## config.mk

```make
export PLATFORM = sky130hd
export DESIGN_NAME = wb_ram512x8_ctrl
export DESIGN_NICKNAME = d
export VERILOG_FILES = /design/src/rtl/ram_ctrl_pkg.sv /design/src/rtl/wb_ram512x8_ctrl.sv
export SDC_FILE = /design/constraint.sdc
export NUM_CORES = 1
export LEC_CHECK = 0
export CAP_MARGIN = 20
export CORE_ASPECT_RATIO = 1.75
export CORE_MARGIN = 5
export CORE_UTILIZATION = 35
export DETAILED_ROUTE_END_ITERATION = 8
export SYNTH_ARGS = -nofsm -noshare
export SYNTH_HDL_FRONTEND = slang
export SYNTH_SLANG_ARGS = --single-unit
```

## constraint.sdc

```tcl
create_clock -name clk_i -period 4.4 [get_ports clk_i]
set_input_delay 0.88 -clock clk_i [delete_from_list [all_inputs] [get_ports clk_i]]
set_output_delay 0.88 -clock clk_i [all_outputs]
set_load 0.005 [all_outputs]
```

## src/rtl/ram_ctrl_pkg.sv

```systemverilog
// ram_ctrl_pkg
// Shared types and constants for the Wishbone-to-ram512x8 byte serialiser.
//   state_t        : controller FSM states
//   BYTES_PER_WORD : RAM byte accesses per bus word
//   LAT_CYCLES     : edges from request acceptance to ack assertion
//   lane_mask()    : expands a 4-bit byte select into a 32-bit data mask
package ram_ctrl_pkg;

  typedef enum logic [1:0] {
    IDLE  = 2'd0,
    ISSUE = 2'd1,
    DRAIN = 2'd2,
    ACK   = 2'd3
  } state_t;

  localparam int BYTES_PER_WORD = 4;
  localparam int LAT_CYCLES     = 5;

  function automatic logic [31:0] lane_mask(input logic [3:0] sel);
    lane_mask = {{8{sel[3]}}, {8{sel[2]}}, {8{sel[1]}}, {8{sel[0]}}};
  endfunction

endpackage

```

## src/rtl/wb_ram512x8_ctrl.sv

```systemverilog
// wb_ram512x8_ctrl
// Wishbone-classic 32-bit slave that serialises each word access into four
// little-endian byte accesses on a 512x8 single-port synchronous SRAM.
//
// state | meaning
// IDLE  | waiting for cyc&stb; RAM address parked at {adr_q,2'b00}
// ISSUE | one RAM byte access per cycle, cnt = 0..3
// DRAIN | last read byte arrives from the RAM; ack/data registered
// ACK   | wb_ack_o high for this single cycle
//
// Ports:
//   clk_i, rst_i          clock, synchronous active-high reset
//   wb_cyc_i, wb_stb_i    bus cycle / strobe
//   wb_we_i               1 = write
//   wb_adr_i [WB_AW]      word address
//   wb_sel_i [4]          byte-lane enables
//   wb_dat_i [32]         write data
//   wb_dat_o [32]         read data, valid with wb_ack_o
//   wb_ack_o              single-cycle acknowledge
//   ram_wen_o             RAM write enable
//   ram_adr_o [RAM_AW]    RAM byte address
//   ram_dat_o [8]         RAM write data
//   ram_dat_i [8]         RAM read data, one cycle after address
module wb_ram512x8_ctrl
  import ram_ctrl_pkg::*;
#(
  parameter int RAM_AW     = 9,
  parameter bit ZERO_UNSEL = 1'b0,
  localparam int WB_AW     = RAM_AW - 2
) (
  input  logic              clk_i,
  input  logic              rst_i,
  input  logic              wb_cyc_i,
  input  logic              wb_stb_i,
  input  logic              wb_we_i,
  input  logic [WB_AW-1:0]  wb_adr_i,
  input  logic [3:0]        wb_sel_i,
  input  logic [31:0]       wb_dat_i,
  output logic [31:0]       wb_dat_o,
  output logic              wb_ack_o,
  output logic              ram_wen_o,
  output logic [RAM_AW-1:0] ram_adr_o,
  output logic [7:0]        ram_dat_o,
  input  logic [7:0]        ram_dat_i
);

  state_t           state;
  logic [1:0]       cnt;
  logic [WB_AW-1:0] adr_q;
  logic             we_q;
  logic [3:0]       sel_q;
  logic [31:0]      dat_q;
  logic [23:0]      rd_q;

  logic [1:0]  cnt_inc;
  logic [31:0] word_rd;

  assign cnt_inc = cnt + 2'd1;
  // Lane 3 is still on ram_dat_i in DRAIN, so it is taken straight from the pin.
  assign word_rd = {ram_dat_i, rd_q};

  always_ff @(posedge clk_i) begin
    if (rst_i) begin
      state     <= IDLE;
      cnt       <= 2'd0;
      adr_q     <= '0;
      we_q      <= 1'b0;
      sel_q     <= 4'h0;
      dat_q     <= 32'h0;
      rd_q      <= 24'h0;
      wb_dat_o  <= 32'h0;
      wb_ack_o  <= 1'b0;
      ram_wen_o <= 1'b0;
      ram_adr_o <= '0;
      ram_dat_o <= 8'h0;
    end else begin
      case (state)
        IDLE: begin
          ram_wen_o <= 1'b0;
          if (wb_cyc_i && wb_stb_i) begin
            adr_q     <= wb_adr_i;
            we_q      <= wb_we_i;
            sel_q     <= wb_sel_i;
            dat_q     <= wb_dat_i;
            cnt       <= 2'd0;
            state     <= ISSUE;
            // Outputs are registered, so byte 0 is launched from the bus inputs.
            ram_adr_o <= {wb_adr_i, 2'b00};
            ram_dat_o <= wb_dat_i[7:0];
            ram_wen_o <= wb_we_i & wb_sel_i[0];
          end
        end

        ISSUE: begin
          if (!wb_cyc_i) begin
            state     <= IDLE;
            ram_wen_o <= 1'b0;
            ram_adr_o <= {adr_q, 2'b00};
          end else begin
            // Read data lags the address by one cycle: byte cnt-1 is on the pins.
            case (cnt)
              2'd1:    rd_q[7:0]   <= ram_dat_i;
              2'd2:    rd_q[15:8]  <= ram_dat_i;
              2'd3:    rd_q[23:16] <= ram_dat_i;
              default: ;
            endcase
            cnt <= cnt_inc;
            if (cnt == 2'd3) begin
              state     <= DRAIN;
              ram_wen_o <= 1'b0;
            end else begin
              ram_adr_o <= {adr_q, cnt_inc};
              ram_dat_o <= dat_q[{cnt_inc, 3'b000} +: 8];
              ram_wen_o <= we_q & sel_q[cnt_inc];
            end
          end
        end

        DRAIN: begin
          ram_wen_o <= 1'b0;
          if (!wb_cyc_i) begin
            state     <= IDLE;
            ram_adr_o <= {adr_q, 2'b00};
          end else begin
            wb_ack_o <= 1'b1;
            state    <= ACK;
            if (!we_q) begin
              wb_dat_o <= ZERO_UNSEL ? (word_rd & lane_mask(sel_q)) : word_rd;
            end
          end
        end

        ACK: begin
          wb_ack_o  <= 1'b0;
          ram_wen_o <= 1'b0;
          ram_adr_o <= {adr_q, 2'b00};
          state     <= IDLE;
        end

        default: begin
          state     <= IDLE;
          wb_ack_o  <= 1'b0;
          ram_wen_o <= 1'b0;
        end
      endcase
    end
  end

endmodule

```

* Yosys cells after proc, flatten, opt, wreduce, memory -nomap -nowiden
Index checks and enable logic that the tools add are counted.
** Storage, ports and cells
- Register bits :: 123
- Bits of input ports :: 56
- Output and inout port bits :: 51
- Word-level logic and storage cells :: 73
** Cells by class
- $add $sub $neg :: 1
- Order comparisons :: 1
- Eq/ne operators :: 13
- Shift-type cells :: 1
- Mux-type cells :: 25
- Bitwise operators :: 3
- Reduce and logical (&&, ||, !) cells :: 15
** Operators by type and width (number)
- $mux 9 :: 4
- $pmux 9 s4 :: 1
- $shiftx 32x6->8 :: 1
- $mux 8 :: 3
- $reduce_and 3->1 :: 6
- $pmux 8 s2 :: 1
- $mux 2 :: 6
- $ne 2x2->1 const B :: 5
- $eq 2x2->1 const B :: 4
- $pmux 2 s4 :: 1
- $ne 3x3->1 const B :: 2
- $reduce_and 2->1 :: 3
- $mux 1 :: 5
- $eq 2x1->1 const B :: 2
- $pmux 2 s2 :: 1
- $reduce_and 4->1 :: 1
- $reduce_bool 2->1 :: 2
- $lt 2x3->1 const B :: 1
- $pmux 1 s3 :: 1
- $add 2x1->2 const B :: 1
- $and 1x1->1 :: 2
- $bmux 1 s2 :: 1
- $logic_not 2->1 :: 1
- $pmux 1 s2 :: 1
- other kinds (3) :: 3

* Depth between registers and ports, before layout
Gate-level depths: netlist of the first run.
- Depth in word-level cells :: 7
- Mapped depth :: 7
- Gate-level depth less buffers :: 5

* Worst setup path before layout of the first run
No wires, ideal clock.
- Path kind :: reg-to-reg
- From :: register cnt[0]
- To :: register ram_dat_o[0]
- Setup time :: 91 ps
- Arrival time :: 1872 ps
- Data required time :: 4309 ps
- Path slack :: 2437 ps
- Cell stages (with the launch flop) :: 8
- Path through :: dfxtp_1 > clkbuf_1 > inv_1 > ha_1 > and3b_1 > clkbuf_1 > a22oi_1 > a311oi_1
** Between the ends
- Longest elaborated chain between the ends :: 5
- Elaborated cells between the ends (all ways) :: 8
- Classes of those cells :: 1 x add/sub; 2 x eq/ne; 1 x shift; 3 x mux; 1 x reduce/logical
** RTL lines
- from (decl) :: RTL line wb_ram512x8_ctrl.sv:48 : logic [1:0] cnt;
- from (signal assigned) :: RTL line wb_ram512x8_ctrl.sv:107 : cnt <= cnt_inc;
- $add 2x1->2 :: RTL line wb_ram512x8_ctrl.sv:58 : assign cnt_inc = cnt + 2'd1;
- $shiftx 32x6->8 :: RTL line wb_ram512x8_ctrl.sv:113 : ram_dat_o <= dat_q[{cnt_inc, 3'b000} +: 8];
- $mux 8 :: RTL line wb_ram512x8_ctrl.sv:108 : if (cnt == 2'd3) begin
- $mux 8 :: RTL line wb_ram512x8_ctrl.sv:95 : if (!wb_cyc_i) begin
- $pmux 8 s2 :: RTL line wb_ram512x8_ctrl.sv:77 : case (state)
- to (signal assigned) :: RTL line wb_ram512x8_ctrl.sv:89 : ram_dat_o <= wb_dat_i[7:0];
- to (signal assigned) :: RTL line wb_ram512x8_ctrl.sv:113
- to (decl) :: RTL line wb_ram512x8_ctrl.sv:43 : output logic [7:0] ram_dat_o,
Parallel ways exist; a longest one is shown, timed or not. The select of a mux whose other input is x is not followed.
A chain may end at the register's enable or synchronous reset.

* Final worst setup path of the first run
- From :: input port wb_cyc_i
- To :: register ram_adr_o[4]
** Between the ends
- Longest elaborated chain between the ends :: 3
- Elaborated cells between the ends (all ways) :: 7
- Classes of those cells :: 3 x eq/ne; 2 x mux; 2 x reduce/logical
** RTL lines
- from (decl) :: RTL line wb_ram512x8_ctrl.sv:33 : input logic wb_cyc_i,
- $logic_and 1x1->1 :: RTL line wb_ram512x8_ctrl.sv:80 : if (wb_cyc_i && wb_stb_i) begin
- $ne 2x2->1 (no line)
- $reduce_and 3->1 (no line)
- to (signal assigned) :: RTL line wb_ram512x8_ctrl.sv:88 : ram_adr_o <= {wb_adr_i, 2'b00};
- to (signal assigned) :: RTL line wb_ram512x8_ctrl.sv:98 : ram_adr_o <= {adr_q, 2'b00};
- to (signal assigned) :: RTL line wb_ram512x8_ctrl.sv:112 : ram_adr_o <= {adr_q, cnt_inc};
- to (decl) :: RTL line wb_ram512x8_ctrl.sv:42 : output logic [RAM_AW-1:0] ram_adr_o,
Parallel ways exist; a longest one is shown, timed or not.

==> results of run 1 <==
-- state kept, by name (all words and copies together) (netlist names) --
| signal | flops |
|---|---|
| adr_q | 7 |
| cnt | 2 |
| dat_q | 32 |
| ram_adr_o | 9 |
| ram_dat_o | 8 |
| ram_wen_o | 1 |
| rd_q | 24 |
| sel_q | 4 |
| state | 2 |
| wb_ack_o | 1 |
| wb_dat_o | 32 |
| we_q | 1 |
-- worst max-delay path, stage by stage --
cell,delay [ps]
clkdlybuf4s50_1,840
nand4b_2,540
and3_1,460
a311oi_1,280
-- cell type report --
type                       instances  share of cell area
sequential                       123               0.367
clock buffer                      18              0.0654
clock inverter                    14              0.0293
tap                              177              0.0330
timing repair buffer             112               0.167
inverter                           2             0.00112
multi-input combinational        428               0.337
-- routing by layer --
layer,vias to the layer above,part of all wire,track usage
li1,2221,-,-
met1,2046,0.36,0.172
met2,137,0.56,0.308
met3,23,0.053,0.0396
met4,0,0.023,0.0721
met5,-,0,0
-- placed cells by master (no fill, tap or decap), types with 2 or more instances in the layout --
cell	Yosys	routed
nor3b_1	3	3
clkdlybuf4s50_1	0	105
a31oi_1	15	15
ha_1	3	3
a22oi_1	8	8
buf_4	1	6
o21ai_0	18	18
mux2i_1	2	2
nand3_1	3	3
nand2_1	209	209
o31ai_1	2	2
a21oi_1	103	103
nor2_1	4	4
clkinvlp_4	0	6
bufinv_16	0	4
dfxtp_1	123	123
mux2_2	17	17
nand4b_1	2	2
nand2b_1	5	5
clkbuf_16	0	17
a311oi_1	15	15
inv_1	2	2
and4b_1	3	3
clkinv_4	0	3
nand4bb_1	2	2
-- power breakdown --
group / internal (mW) / switching (mW)
clock: 0.963 / 0.514
sequential: 1.15 / 0.0205
combinational: 0.107 / 0.102
total: 2.21 / 0.636
-- metrics by stage --
| stage | power (mW) | utilization | hold WS, ps | setup slack (ps) | area (µm²) |
|---|---|---|---|---|---|
| after floorplan | 1.29 | - | 432 | 2440 | 4960 |
| after global placement | 1.39 | 0.435 | 438 | 1330 | 6050 |
| after detailed placement | 1.40 | 0.435 | 444 | 1250 | 6050 |
| after CTS | 2.88 | 0.481 | 453 | 1630 | 6690 |
| after global routing | 2.95 | 0.483 | 463 | 1490 | 6720 |
| final | 2.85 | 0.483 | 450 | 1720 | 6720 |
-- cell usage after synthesis (4+ instances only) --
cell	number
buf_6	4
a21oi_1	103
mux2_2	17
buf_2	15
clkbuf_1	30
a311oi_1	15
dfxtp_1	123
nand2b_1	5
a31oi_1	15
nand2_1	209
o21ai_0	18
nor2_1	4
a22oi_1	8
-- worst min-delay path by stage --
stage                         startpoint                   endpoint  depth (start not counted)
4_1_cts            rd_q[23]$_SDFFE_PP0P_  wb_dat_o[23]$_SDFFE_PP0P_                          2
3_3_place_gp       rd_q[23]$_SDFFE_PP0P_  wb_dat_o[23]$_SDFFE_PP0P_                          2
6_report       wb_dat_o[17]$_SDFFE_PP0P_  wb_dat_o[17]$_SDFFE_PP0P_                          2
5_1_grt             rd_q[9]$_SDFFE_PP0P_   wb_dat_o[9]$_SDFFE_PP0P_                          2
2_1_floorplan       rd_q[0]$_SDFFE_PP0P_   wb_dat_o[0]$_SDFFE_PP0P_                          2
3_5_place_dp       rd_q[23]$_SDFFE_PP0P_  wb_dat_o[23]$_SDFFE_PP0P_                          2
-- cells by family (layout without fill, tap and decap cells) --
logic type,count (synthesis),after routing,share of synthesized area
flip-flops,123,123,0.496
multiplexers,20,20,0.0471
buffers and inverters,53,146,0.0507
adder cells (fa/ha/maj),3,3,0.00756
AND/OR/NAND/NOR,242,242,0.213
AO/OA/AOI/OAI,163,163,0.186
==> flow_results.org, run 1 <==
** Synth
- Number of flip-flops and latches in the synthesized netlist :: roughly 120
- Number of synthesis warnings :: 0
- Synth Net Count :: 663
- Sequential element share of the synthesized area :: 0.496
- Gate count of the mapped netlist :: around 600
- Count of flip-flops with a built-in enable after synthesis :: 0
- A synthesized cell averages 8.22 µm².
- Area share of the largest cell type after synthesis :: 0.496
- Asr flop ratio synth :: 0
- Most area-hungry cell type in the Yosys netlist :: dfxtp_1
- Cell area after synthesis :: around 5000 µm²
- In the post-synthesis netlist, the biggest area contributors are dfxtp_1 (50%), nand2_1 (16%), a21oi_1 (10%).
- The netlist uses 38 different library cells.
- Primary flip-flop cell chosen by synthesis mapping :: dfxtp_1

** Power
- Dividing total power by cell area gives a power density of about 420 nW/µm².
- Maximum resistive drop on vdd :: 0.314 mV
- In this run the static leakage power is around 2.3 nW.

** Finish
- Counting the fill cells in the layout gives 1353.
- Summing all multi-input logic gate instances after layout gives between 2000 and 2500 µm².
- Area growth from synthesis to layout :: 35.3%
- Layout net count :: roughly 740
- Sequential Area :: between 2000 and 2500 µm²
- The number of antenna diodes in the final layout is 0.
- Of the cells placed in the final design, the portion with a size suffix greater than 1 is 0.0904.
- Final standard cell count with taps included and fillers excluded :: about 870

** Floorplanning
- The core region is about 14000 µm².
- The floorplan step defined a die boundary enclosing 16800 µm².
- In this run the vertical extent of the chip is 168 µm.
- Number of top-level pins :: between 100 and 150
- The floorplan has 57 rows.
- The initial utilization of the core area, before any placement, comes to 0.357.
- Measured along the x axis, the die boundary spans approximately 100 µm.

** Timing
- Measured against its own limit, the worst slew margin works out to 0.329.
- Final hold violation count :: 0
- Setup total negative slack on the finished layout was measured at 0 ps.
- For the pin with the worst max-slew slack, the measured transition is approximately 1000 ps.
- Setup repair after global routing left no endpoint under its margin.
- Timing would allow up to ~370 MHz.
- The max-slew violation count is 0.
- Clock skew on the completed layout was measured at 5.30 ps.
- Setup violations remaining at the end of the flow were counted as 0.
- Dividing the final minimum period by the clock period gives 0.609.
- The clock period could shrink to ~2700 ps.

** Detailed routing
- First-pass detailed-route iteration total :: 5
- The detail route stage leaves a number of antenna-violating nets equal to 0.
- The routed layout has about 4400 vias.
- Average via count per standard cell :: just over 5
- In the final routed layout, each cell accounts on average for approximately 15 µm.
- DR iter-0 viols :: between 200 and 250
- Aggregate routed wire length :: about 13 mm
- DRC viols :: 0

** Setup path
- Data on the critical path is required at its endpoint by between 4000 and 5000 ps.
- Capture point of the worst reg-to-reg path :: ram_adr_o[4]$_SDFFE_PP0P_
- Type of origin of the critical path :: input port
- FF-to-FF setup slack :: about 1700 ps
- For the worst setup path, the data arrival time is ~3000 ps.
- Worst setup path start :: wb_cyc_i
- The worst register-to-register path begins at cnt[0]$_SDFFE_PP0P_.
- The setup path with the least slack is of type input port to flip-flop.
- Crit end category :: flip-flop
- Following the worst setup path forward leads to its endpoint at ram_adr_o[4]$_SDFFE_PP0P_.
- Along the worst path, the maximum fanout reaches 17.
- Worst-case reg-to-reg path depth :: 4

** Clock network
- Counting along the longest clock path gives a buffer depth of 2.
- The number of clock buffers added by TritonCTS is 17.
- Clock slew seen by the registers of the worst setup and hold paths :: roughly 60 ps
- The number of hold buffers added after CTS was 0.
- Insertion delay of the later-clocked pin in the worst-skew pair :: just over 400 ps
- The clock drives about 120 sinks.
- CTS tree :: built
- Post-CTS Resized :: 0
- Post-CTS setup-driven buffer insertion count :: 0
- Number of H-tree levels :: 4
- The tree is rooted in a clkbuf_16.

** Run
- Number of max-cap violations :: 0

** Global routing
- The via count of the first global-routing pass was ~4400.
- After global routing the overflow that remains totals 0.
- Number of antenna violations at the first check in global routing :: 0
- GRT Overall Usage :: 0.166
- Entering global routing, the biggest net connects between 90 and 100 pins.
- The first global-routing pass estimated around 22 mm of wire.

** Run status
- Status :: completed

** Min path
- Worst min path class :: flip-flop to flip-flop

** Place
- Once placement completed, the tool counted placed cells totaling roughly 840.
- At the end of routability-driven placement, the weighted congestion stood at slightly below 0.8.
- Input and output buffers added on the ports amount to 106.
- Detailed placement ended at an HPWL of 9.51 mm.
(Power assumes the default switching activity.)
==> run 2, diff against run 1 <==
==> constraint.sdc (replaced) <==
create_clock -name clk_i -period 2.7 [get_ports clk_i]
set_input_delay 0.54 -clock clk_i [delete_from_list [all_inputs] [get_ports clk_i]]
set_output_delay 0.54 -clock clk_i [all_outputs]
set_load 0.005 [all_outputs]
==> flow_results.org, run 2 (synthesis gave the netlist of run 1 again) <==
** Setup path
- FF-to-FF Start :: cnt[0]$_SDFFE_PP0P_
- Worst setup path start :: wb_cyc_i
- The critical path in this run is classified as input port to flip-flop.
- Data on the critical path arrives at its endpoint at 2330 ps.
- In this run the critical register-to-register path is captured at state[1]$_SDFFE_PP0P_.
- FF-to-FF setup slack :: 780 ps
- Top fanout value on the critical path :: 13
- Type of origin of the critical path :: input port
- The worst setup path is captured at a flip-flop.
- STA puts the critical path data required time at 3030 ps.
- The worst register-to-register path has a depth of 5.
- Following the worst setup path forward leads to its endpoint at ram_adr_o[1]$_SDFFE_PP0P_.

** Power
- Clock group share of total power :: 0.489
- Power share of the combinational group :: 0.080
- In this run the static leakage power is around 2.3 nW.
- P per Cell Area :: about 660 nW/µm²
- The worst-case IR drop observed on VDD is approximately 0.37 mV.
- Cell Int Power :: between 3 and 4 mW
- The share of total power dissipated in sequential elements is 0.432.
- Power dissipated by switching net loads :: about 1.0 mW
- Of the total power, the share spent switching nets is 0.235.

** Run
- The tool flagged a number of max-cap violations equal to 0.

** Timing
- Worst-Margin Slew :: between 800 and 900 ps
- Setup Viol. Count Final :: 0
- Static timing analysis puts the maximum clock frequency at about 500 MHz.
- In the final timing run, aggregate negative setup slack is 0 ps.
- The number of failing hold endpoints at the final stage is 0.
- The max-slew violation count is 0.
- Period Utilization, post-route :: 0.740
- Clock period minus worst slack :: around 2000 ps
- The clock arrives with roughly 6.9 ps of skew.
- Unrepaired setup endpoints after global routing :: false
- Max_slew headroom :: 0.447
- Post-route worst hold slack :: 450 ps

** Detailed routing
- Aggregate routed wire length :: 13.7 mm
- Post-route ant nets :: 0
- Using the TritonRoute via totals, the vias-per-cell ratio works out to 5.10.
- Before antenna repair, the detailed router went through 4 iterations.
- DRC viols :: 0
- The routed layout has about 4500 vias.
- The detailed router finished its first iteration with a little over 200 violations.
- In the final routed layout, each cell accounts on average for 15.5 µm.

** Clock network
- Number of H-tree levels :: 4
- Post-CTS setup-driven buffer insertion count :: 0
- Count of hold-fix buffers inserted at cts :: 0
- Clock Path Buffers :: 2
- In this run the clock root is driven by a clkbuf_16.
- CTS tree :: built
- Clock tree sinks :: roughly 120
- Clock slew seen by the registers of the worst setup and hold paths :: roughly 60 ps
- Total clock buffers created by CTS :: 17
- Post-CTS Resized :: 0
- The later pin in the worst-skew pair is clocked with a latency of just over 400 ps.

** Global routing
- The first global-routing pass estimated 22.1 mm of wire.
- Number of antenna violations at the first check in global routing :: 0
- GRT Overall Usage :: 0.166
- Global routing usage on met1 :: 0.174
- Number of global-route vias before repair :: 4405
- Entering global routing, the biggest net connects around 70 pins.
- Met2 capacity usage during global routing :: 0.298
- The total overflow left after global routing is 0.
- For met3 alone, demand over resource in global routing was 0.0441.
- Global-route layer with the greatest usage :: met2

** Place
- Detailed placement finished with a half-perimeter wire length of 9.64 mm.
- Placer's final routability congestion estimate :: approximately 0.78
- PortBufs :: about 110

** Floorplanning
- The die covers around 17000 µm².
- Number of top-level pins :: approximately 110
- The region available for standard cell placement spans between 10000 and 15000 µm².
- Die Y :: ~170 µm
- Die width :: ~100 µm
- Starting Density :: 0.357
- Cell row count :: 57

** Finish
- Top library cells by usage in the layout, fill and taps aside :: nand2_1 (209), dfxtp_1 (123), clkdlybuf4s50_1 (105)
- Relative to the synthesized area, the layout overhead comes to 35.2%.
- Antenna diodes :: 0
- In the final layout, the share of cells above drive strength 1 is 0.0982.
- Largest registers :: dat_q x32, wb_dat_o x32, rd_q x24
- Most common library cell in the layout ignoring fill and taps :: nand2_1
- Layout net count :: about 750
- Core Util, Final :: 0.483

** Run status
- Status :: completed

** Min path
- Worst min path class :: flip-flop to flip-flop
- The worst hold path passes through 2 cells.
-- run 2: layout make-up --
class	instances	area (µm²)
multi-input cells	428	2260
flip-flops and latches	123	2460
inverters	2	7.51
clock inverters	13	118
repair buffers	118	1190
fillers	1369	7190
well taps	177	221
clock buffers	19	453
-- run 2: worst max-delay path, cell delays in order --
cell             delay (ps)
clkdlybuf4s50_1         780
a211o_1                 350
and3_1                  420
mux2i_1                 230
-- run 2: worst min path at each step --
| stage | startpoint | end | slack [ps] |
|---|---|---|---|
| floorplan | rd_q[0]$_SDFFE_PP0P_ | wb_dat_o[0]$_SDFFE_PP0P_ | 430 |
| global placement | dat_q[2]$_SDFFE_PP0P_ | dat_q[2]$_SDFFE_PP0P_ | 440 |
| detailed placement | rd_q[21]$_SDFFE_PP0P_ | wb_dat_o[21]$_SDFFE_PP0P_ | 440 |
| CTS | rd_q[21]$_SDFFE_PP0P_ | wb_dat_o[21]$_SDFFE_PP0P_ | 450 |
| global route | wb_dat_o[28]$_SDFFE_PP0P_ | wb_dat_o[28]$_SDFFE_PP0P_ | 470 |
| finish | dat_q[16]$_SDFFE_PP0P_ | dat_q[16]$_SDFFE_PP0P_ | 450 |
-- run 2: stage by stage --
step	power, mW	setup slack, ps	area, µm²	cells
2_1_floorplan	2.10	737	4960	604
3_3_place_gp	2.28	351	6140	848
3_5_place_dp	2.29	283	6140	848
4_1_cts	4.44	707	6710	880
5_1_grt	4.57	575	6710	880
6_report	4.40	703	6710	880
-- run 2: power by group through the flow --
stage	Combinational [mW]	Sequential, mW	Clock [mW]
floorplan	0.172	1.93	0
global placement	0.348	1.94	0
detailed placement	0.353	1.94	0
CTS	0.354	1.90	2.19
global route	0.383	1.90	2.29
finish	0.350	1.90	2.15
-- run 2: routing by layer --
| metal | vias up | share of wire |
|---|---|---|
| met5 | - | 0 |
| li1 | 2235 | - |
| met1 | 2106 | 0.37 |
| met3 | 25 | 0.049 |
| met4 | 0 | 0.038 |
| met2 | 124 | 0.54 |
